## src/rtl/crack_disp_ctrl.sv

```systemverilog
// Downstream controller for the crack key-search engine: launches a search on a
// start edge, waits for the result and shows it on six active-low HEX digits.
module crack_disp_ctrl #(
  parameter int SPIN_DIV    = 25_000_000,
  parameter int ACK_TIMEOUT = 1024
) (
  input  logic        clk,
  input  logic        rst_n,
  input  logic        start,
  output logic        crk_en,
  input  logic        crk_rdy,
  input  logic [23:0] crk_key,
  input  logic        crk_key_valid,
  output logic        busy,
  output logic        done,
  output logic [6:0]  hex0,
  output logic [6:0]  hex1,
  output logic [6:0]  hex2,
  output logic [6:0]  hex3,
  output logic [6:0]  hex4,
  output logic [6:0]  hex5
);

  localparam int SPIN_W = $clog2(SPIN_DIV + 1);
  localparam int TO_W   = $clog2(ACK_TIMEOUT + 1);

  localparam logic [6:0] SEG_BLANK = 7'h7F;
  localparam logic [6:0] SEG_DASH  = 7'b0111111;
  localparam logic [6:0] SEG_E     = 7'b0000110;

  typedef enum logic [2:0] {
    IDLE   = 3'd0,
    LAUNCH = 3'd1,
    ACK    = 3'd2,
    SEARCH = 3'd3,
    SHOW   = 3'd4,
    ERR    = 3'd5
  } state_t;

  state_t            state_r;
  logic              start_q_r;
  logic              arm_r;
  logic              crk_en_r;
  logic              busy_r;
  logic              done_r;
  logic [23:0]       key_r;
  logic              valid_r;
  logic [SPIN_W-1:0] spin_cnt_r;
  logic [2:0]        spin_pos_r;
  logic [TO_W-1:0]   to_cnt_r;
  logic [6:0]        hex_r [6];
  logic              start_edge_s;

  function automatic logic [6:0] hex_font(input logic [3:0] nib);
    logic [6:0] seg;
    case (nib)
      4'h0:    seg = 7'b1000000;
      4'h1:    seg = 7'b1111001;
      4'h2:    seg = 7'b0100100;
      4'h3:    seg = 7'b0110000;
      4'h4:    seg = 7'b0011001;
      4'h5:    seg = 7'b0010010;
      4'h6:    seg = 7'b0000010;
      4'h7:    seg = 7'b1111000;
      4'h8:    seg = 7'b0000000;
      4'h9:    seg = 7'b0010000;
      4'hA:    seg = 7'b0001000;
      4'hB:    seg = 7'b0000011;
      4'hC:    seg = 7'b1000110;
      4'hD:    seg = 7'b0100001;
      4'hE:    seg = 7'b0000110;
      4'hF:    seg = 7'b0001110;
      default: seg = 7'b1111111;
    endcase
    return seg;
  endfunction

  function automatic logic [6:0] spin_seg(input logic [2:0] pos);
    logic [6:0] seg;
    case (pos)
      3'd0:    seg = 7'b1111110;
      3'd1:    seg = 7'b1111101;
      3'd2:    seg = 7'b1111011;
      3'd3:    seg = 7'b1110111;
      3'd4:    seg = 7'b1101111;
      3'd5:    seg = 7'b1011111;
      default: seg = 7'b1111111;
    endcase
    return seg;
  endfunction

  // arm_r stays low until start has been seen low, so a level held through reset never launches
  assign start_edge_s = start & ~start_q_r & arm_r;

  // Handshake sequencer with its registered status outputs, spinner and ack timeout
  always_ff @(posedge clk or negedge rst_n) begin
    if (!rst_n) begin
      state_r    <= IDLE;
      start_q_r  <= 1'b0;
      arm_r      <= 1'b0;
      crk_en_r   <= 1'b0;
      busy_r     <= 1'b0;
      done_r     <= 1'b0;
      key_r      <= 24'h000000;
      valid_r    <= 1'b0;
      spin_cnt_r <= {SPIN_W{1'b0}};
      spin_pos_r <= 3'd0;
      to_cnt_r   <= {TO_W{1'b0}};
    end else begin
      start_q_r <= start;
      if (!start) begin
        arm_r <= 1'b1;
      end
      crk_en_r <= 1'b0;
      case (state_r)
        IDLE: begin
          if (start_edge_s) begin
            state_r <= LAUNCH;
            busy_r  <= 1'b1;
          end
        end
        LAUNCH: begin
          if (crk_rdy) begin
            crk_en_r <= 1'b1;
            state_r  <= ACK;
            to_cnt_r <= {TO_W{1'b0}};
          end
        end
        ACK: begin
          if (!crk_rdy) begin
            state_r    <= SEARCH;
            spin_cnt_r <= {SPIN_W{1'b0}};
            spin_pos_r <= 3'd0;
          end else if (to_cnt_r == TO_W'(ACK_TIMEOUT - 1)) begin
            state_r <= ERR;
            busy_r  <= 1'b0;
          end else begin
            to_cnt_r <= to_cnt_r + TO_W'(1);
          end
        end
        SEARCH: begin
          if (spin_cnt_r == SPIN_W'(SPIN_DIV - 1)) begin
            spin_cnt_r <= {SPIN_W{1'b0}};
            spin_pos_r <= (spin_pos_r == 3'd5) ? 3'd0 : spin_pos_r + 3'd1;
          end else begin
            spin_cnt_r <= spin_cnt_r + SPIN_W'(1);
          end
          if (crk_rdy) begin
            key_r   <= crk_key;
            valid_r <= crk_key_valid;
            state_r <= SHOW;
            busy_r  <= 1'b0;
            done_r  <= 1'b1;
          end
        end
        SHOW, ERR: begin
          if (start_edge_s) begin
            state_r <= LAUNCH;
            busy_r  <= 1'b1;
            done_r  <= 1'b0;
          end
        end
        default: begin
          state_r <= IDLE;
          busy_r  <= 1'b0;
          done_r  <= 1'b0;
        end
      endcase
    end
  end

  // Display registers follow the current state; LAUNCH/ACK keep whatever was last shown
  always_ff @(posedge clk or negedge rst_n) begin
    if (!rst_n) begin
      for (int i = 0; i < 6; i++) begin
        hex_r[i] <= SEG_BLANK;
      end
    end else begin
      case (state_r)
        IDLE: begin
          for (int i = 0; i < 6; i++) begin
            hex_r[i] <= SEG_BLANK;
          end
        end
        SEARCH: begin
          hex_r[0] <= spin_seg(spin_pos_r);
          for (int i = 1; i < 6; i++) begin
            hex_r[i] <= SEG_BLANK;
          end
        end
        SHOW: begin
          for (int i = 0; i < 6; i++) begin
            hex_r[i] <= valid_r ? hex_font(key_r[4*i +: 4]) : SEG_DASH;
          end
        end
        ERR: begin
          hex_r[0] <= SEG_E;
          for (int i = 1; i < 6; i++) begin
            hex_r[i] <= SEG_BLANK;
          end
        end
        LAUNCH, ACK: begin
        end
        default: begin
          for (int i = 0; i < 6; i++) begin
            hex_r[i] <= SEG_BLANK;
          end
        end
      endcase
    end
  end

  assign crk_en = crk_en_r;
  assign busy   = busy_r;
  assign done   = done_r;
  assign hex0   = hex_r[0];
  assign hex1   = hex_r[1];
  assign hex2   = hex_r[2];
  assign hex3   = hex_r[3];
  assign hex4   = hex_r[4];
  assign hex5   = hex_r[5];

endmodule

```

## config.mk

```make
export PLATFORM = sky130hd
export DESIGN_NAME = crack_disp_ctrl
export DESIGN_NICKNAME = d
export VERILOG_FILES = /design/src/rtl/crack_disp_ctrl.sv
export SDC_FILE = /design/constraint.sdc
export NUM_CORES = 1
export LEC_CHECK = 0
export ABC_AREA = 0
export CORE_MARGIN = 2
export CORE_UTILIZATION = 55
export CTS_CLUSTER_DIAMETER = 120
export DETAILED_ROUTE_END_ITERATION = 12
export PLACE_DENSITY = 0.83
export RECOVER_POWER = 100
export SYNTH_ARGS = -nofsm -noshare
export SYNTH_HDL_FRONTEND = slang
export SYNTH_SLANG_ARGS = --single-unit
```

## constraint.sdc

```tcl
create_clock -name clk -period 4.9 [get_ports clk]
set_input_delay 0.98 -clock clk [delete_from_list [all_inputs] [get_ports clk]]
set_output_delay 0.98 -clock clk [all_outputs]
set_load 0.03 [all_outputs]
```

==> flow_summary.toml <==
[clocking]
clk_pin_slew_ns = 0.05
root_buffer = "clkbuf_16"
cts_htree_levels = 4
cts_sinks = 114
cts_made_buffers = 17
clk-insertion-delay-late_ns = 0.42
post_cts_buffers = 0
cts_tree = "yes"
cts-resized-gates = 0
clockBufferDepth = 2
holdBufCountCts = 0

[detailed_routing]
routed_via_density = 6.12
first_pass_iters = 5
postRouteAntennaNets = 0
remaining_drc_errors = 0
vias = 5938
wirelength_mm = 17.3
wl_per_cell_um = 17.8
first_iter_violations = 465

[sta]
fmax_mhz = 301
setup_tns_ns = 0
slew_headroom = -0.224
tightest_slew_ns = 1.84
setup_slack_ns = 1.58
fin_skew_ns = 0.00803
min_period_over_period = 0.678
min_period_ns = 3.32
rsz0062_at_grt = "false"
drv_slew = 116
setup_viol = 0
holdWs_ns = 0.475
final_hold_viol_count = 0

[logic_synthesis]
yosysWarnings = 0
synth_cell_type_count = 64
yosysTopAreaCell = "dfrtp_1"
syn_area_sq_um = 6950
yosysMostFrequentCell = "dfrtp_1"
synth_seq_cells = 114
synthArstFlopShare = 1.00
synth_seq_area_share = 0.418
synth-edff-count = 0
synth_area_per_cell_sq_um = 9.46
synthCells = 734
synth.area.top_cells = "dfrtp_1 (26%), dfstp_2 (16%), ha_1 (9.0%), mux2_2 (5.0%), o21ai_0 (4.3%)"
synthTopCellsByCount = "dfrtp_1 (72), nor2_1 (62), o21ai_0 (59)"
yosysTopAreaCellShare = 0.259
synthFlopType = "dfrtp_1"
syn_nets = 813

[status]
violations = "max-capacitance violations, max-slew violations"
status = "finished, violations left"

[setup_path]
path_max_fanout = 27
start_kind = "register"
cp_slowest_stage_delay_ns = 1.24
worstPathCellList = "and2b_2 -> nand2_1 -> a21oi_1 -> buf_4 -> o21ai_0 -> a31oi_1"
critPathKind = "reg -> reg"
critPathTopFamily = "compound AO/OA/AOI/OAI gates"
cp_data_arrival_time_ns = 3.66
slowest_stage = "a21oi_1"
endpoint_kind = "register"
path_buf_inv = 1
cp.required_ns = 5.24

[global_route]
grt_pass1_wl_mm = 29.0
first_global_vias = 5925
grt_max_degree = 51
antenna_found_initial = 0
gr-total-overflow = 0
track_usage = 0.273

[place]
dp_hpwl_mm = 11.3
pre_cts_slack_ns = 2.02
dp.cells = 938
numPortBuffers = 73
gp_congestion = 0.850

[floorplanning]
core_area_sq_um = 12500
die_area_sq_um = 13500
die_y_um = 116
die_x_um = 116
placement_rows = 41
num_io_pins = 74
initial_utilization = 0.557

[pwr]
total_power_mw = 5.21
leakagePower_nw = 3.29
vdd_ir_drop_max_uv = 380
cellPowerDensity_nw_per_um2 = 627

[flow_run]
cap_violations = 4

[cells_and_area]
syn_to_final_growth_pct = 19.7
antenna_cells = 0
finalNonFillerCells = 970
layout.nets = 864
drive_gt1_frac = 0.162

[hold_path]
hold_path_class = "reg -> reg"
-- sequential cells by signal (all words and copies together) (netlist names) --
register,count
hex2,7
to_cnt_r,11
hex0,7
busy,1
hex4,7
hex5,7
done,1
hex3,7
spin_cnt_r,25
key_r,24
valid_r,1
crk_en,1
start_q_r,1
state_r,3
spin_pos_r,3
hex1,7
arm_r,1
-- cell families after synthesis --
| kind of cell | Yosys count | share of synthesized area |
|---|---|---|
| flops | 114 | 0.418 |
| simple gates | 216 | 0.155 |
| fa+ha+maj | 50 | 0.0901 |
| mux | 51 | 0.0906 |
| compound gates | 220 | 0.198 |
| buf+inv | 83 | 0.0479 |
-- stage by stage --
stage	instance area, sq um	util
final	8320	0.667
after CTS	8340	0.669
after floorplan	6950	-
after global placement	7740	0.621
after detailed placement	7740	0.621
after global routing	8320	0.667
-- layout make-up --
type,count,area [sq um]
clock buffers,21,470
clock inverters,11,128
fillers,923,4150
inverters,35,131
multi-input cells,537,3700
flip-flops and latches,114,2910
well taps,172,215
repair buffers,80,767
-- layout by cell type (no fill, tap or decap), types with 19 or more instances in the layout --
cell / instances
dfrtp_1: 72
nor2_1: 62
o21ai_0: 61
nand2_1: 56
a21oi_1: 54
ha_1: 50
dlygate4sd3_1: 47
dfstp_2: 42
inv_1: 35
a31oi_1: 34
mux2_2: 31
clkdlybuf4s50_1: 25
nand3_1: 19
-- metal layers --
| layer | share of wire | global-route usage | vias up | wire length, um |
|---|---|---|---|---|
| met5 | 0 | 0 | - | 0 |
| met4 | 0.020 | 0.0968 | 0 | 350 |
| met3 | 0.062 | 0.0804 | 40 | 1070 |
| met2 | 0.51 | 0.457 | 211 | 8800 |
| met1 | 0.41 | 0.339 | 2914 | 7080 |
| li1 | - | - | 2773 | - |
-- final timing paths --
path,from,end,slack [ns],cells past startpoint
max,state_r[1]$_DFFE_PN0P_,spin_cnt_r[5]$_DFFE_PN0P_,1.58,6
min,arm_r$_DFFE_PN0N_,arm_r$_DFFE_PN0N_,0.48,1
max reg2reg,state_r[1]$_DFFE_PN0P_,spin_cnt_r[5]$_DFFE_PN0P_,1.58,6
min reg2reg,arm_r$_DFFE_PN0N_,arm_r$_DFFE_PN0N_,0.48,1
max in group asynchronous,rst_n,key_r[9]$_DFFE_PN0P_,1.81,2
min in group asynchronous,rst_n,to_cnt_r[5]$_DFFE_PN0P_,1.06,1
-- power by group --
part           switching (mW)  internal (mW)  total (mW)
registers               0.563           1.28        1.84
logic                    1.22          0.916        2.13
clock network           0.451          0.790        1.24
total                    2.23           2.98        5.21
(Power assumes the default switching activity.)
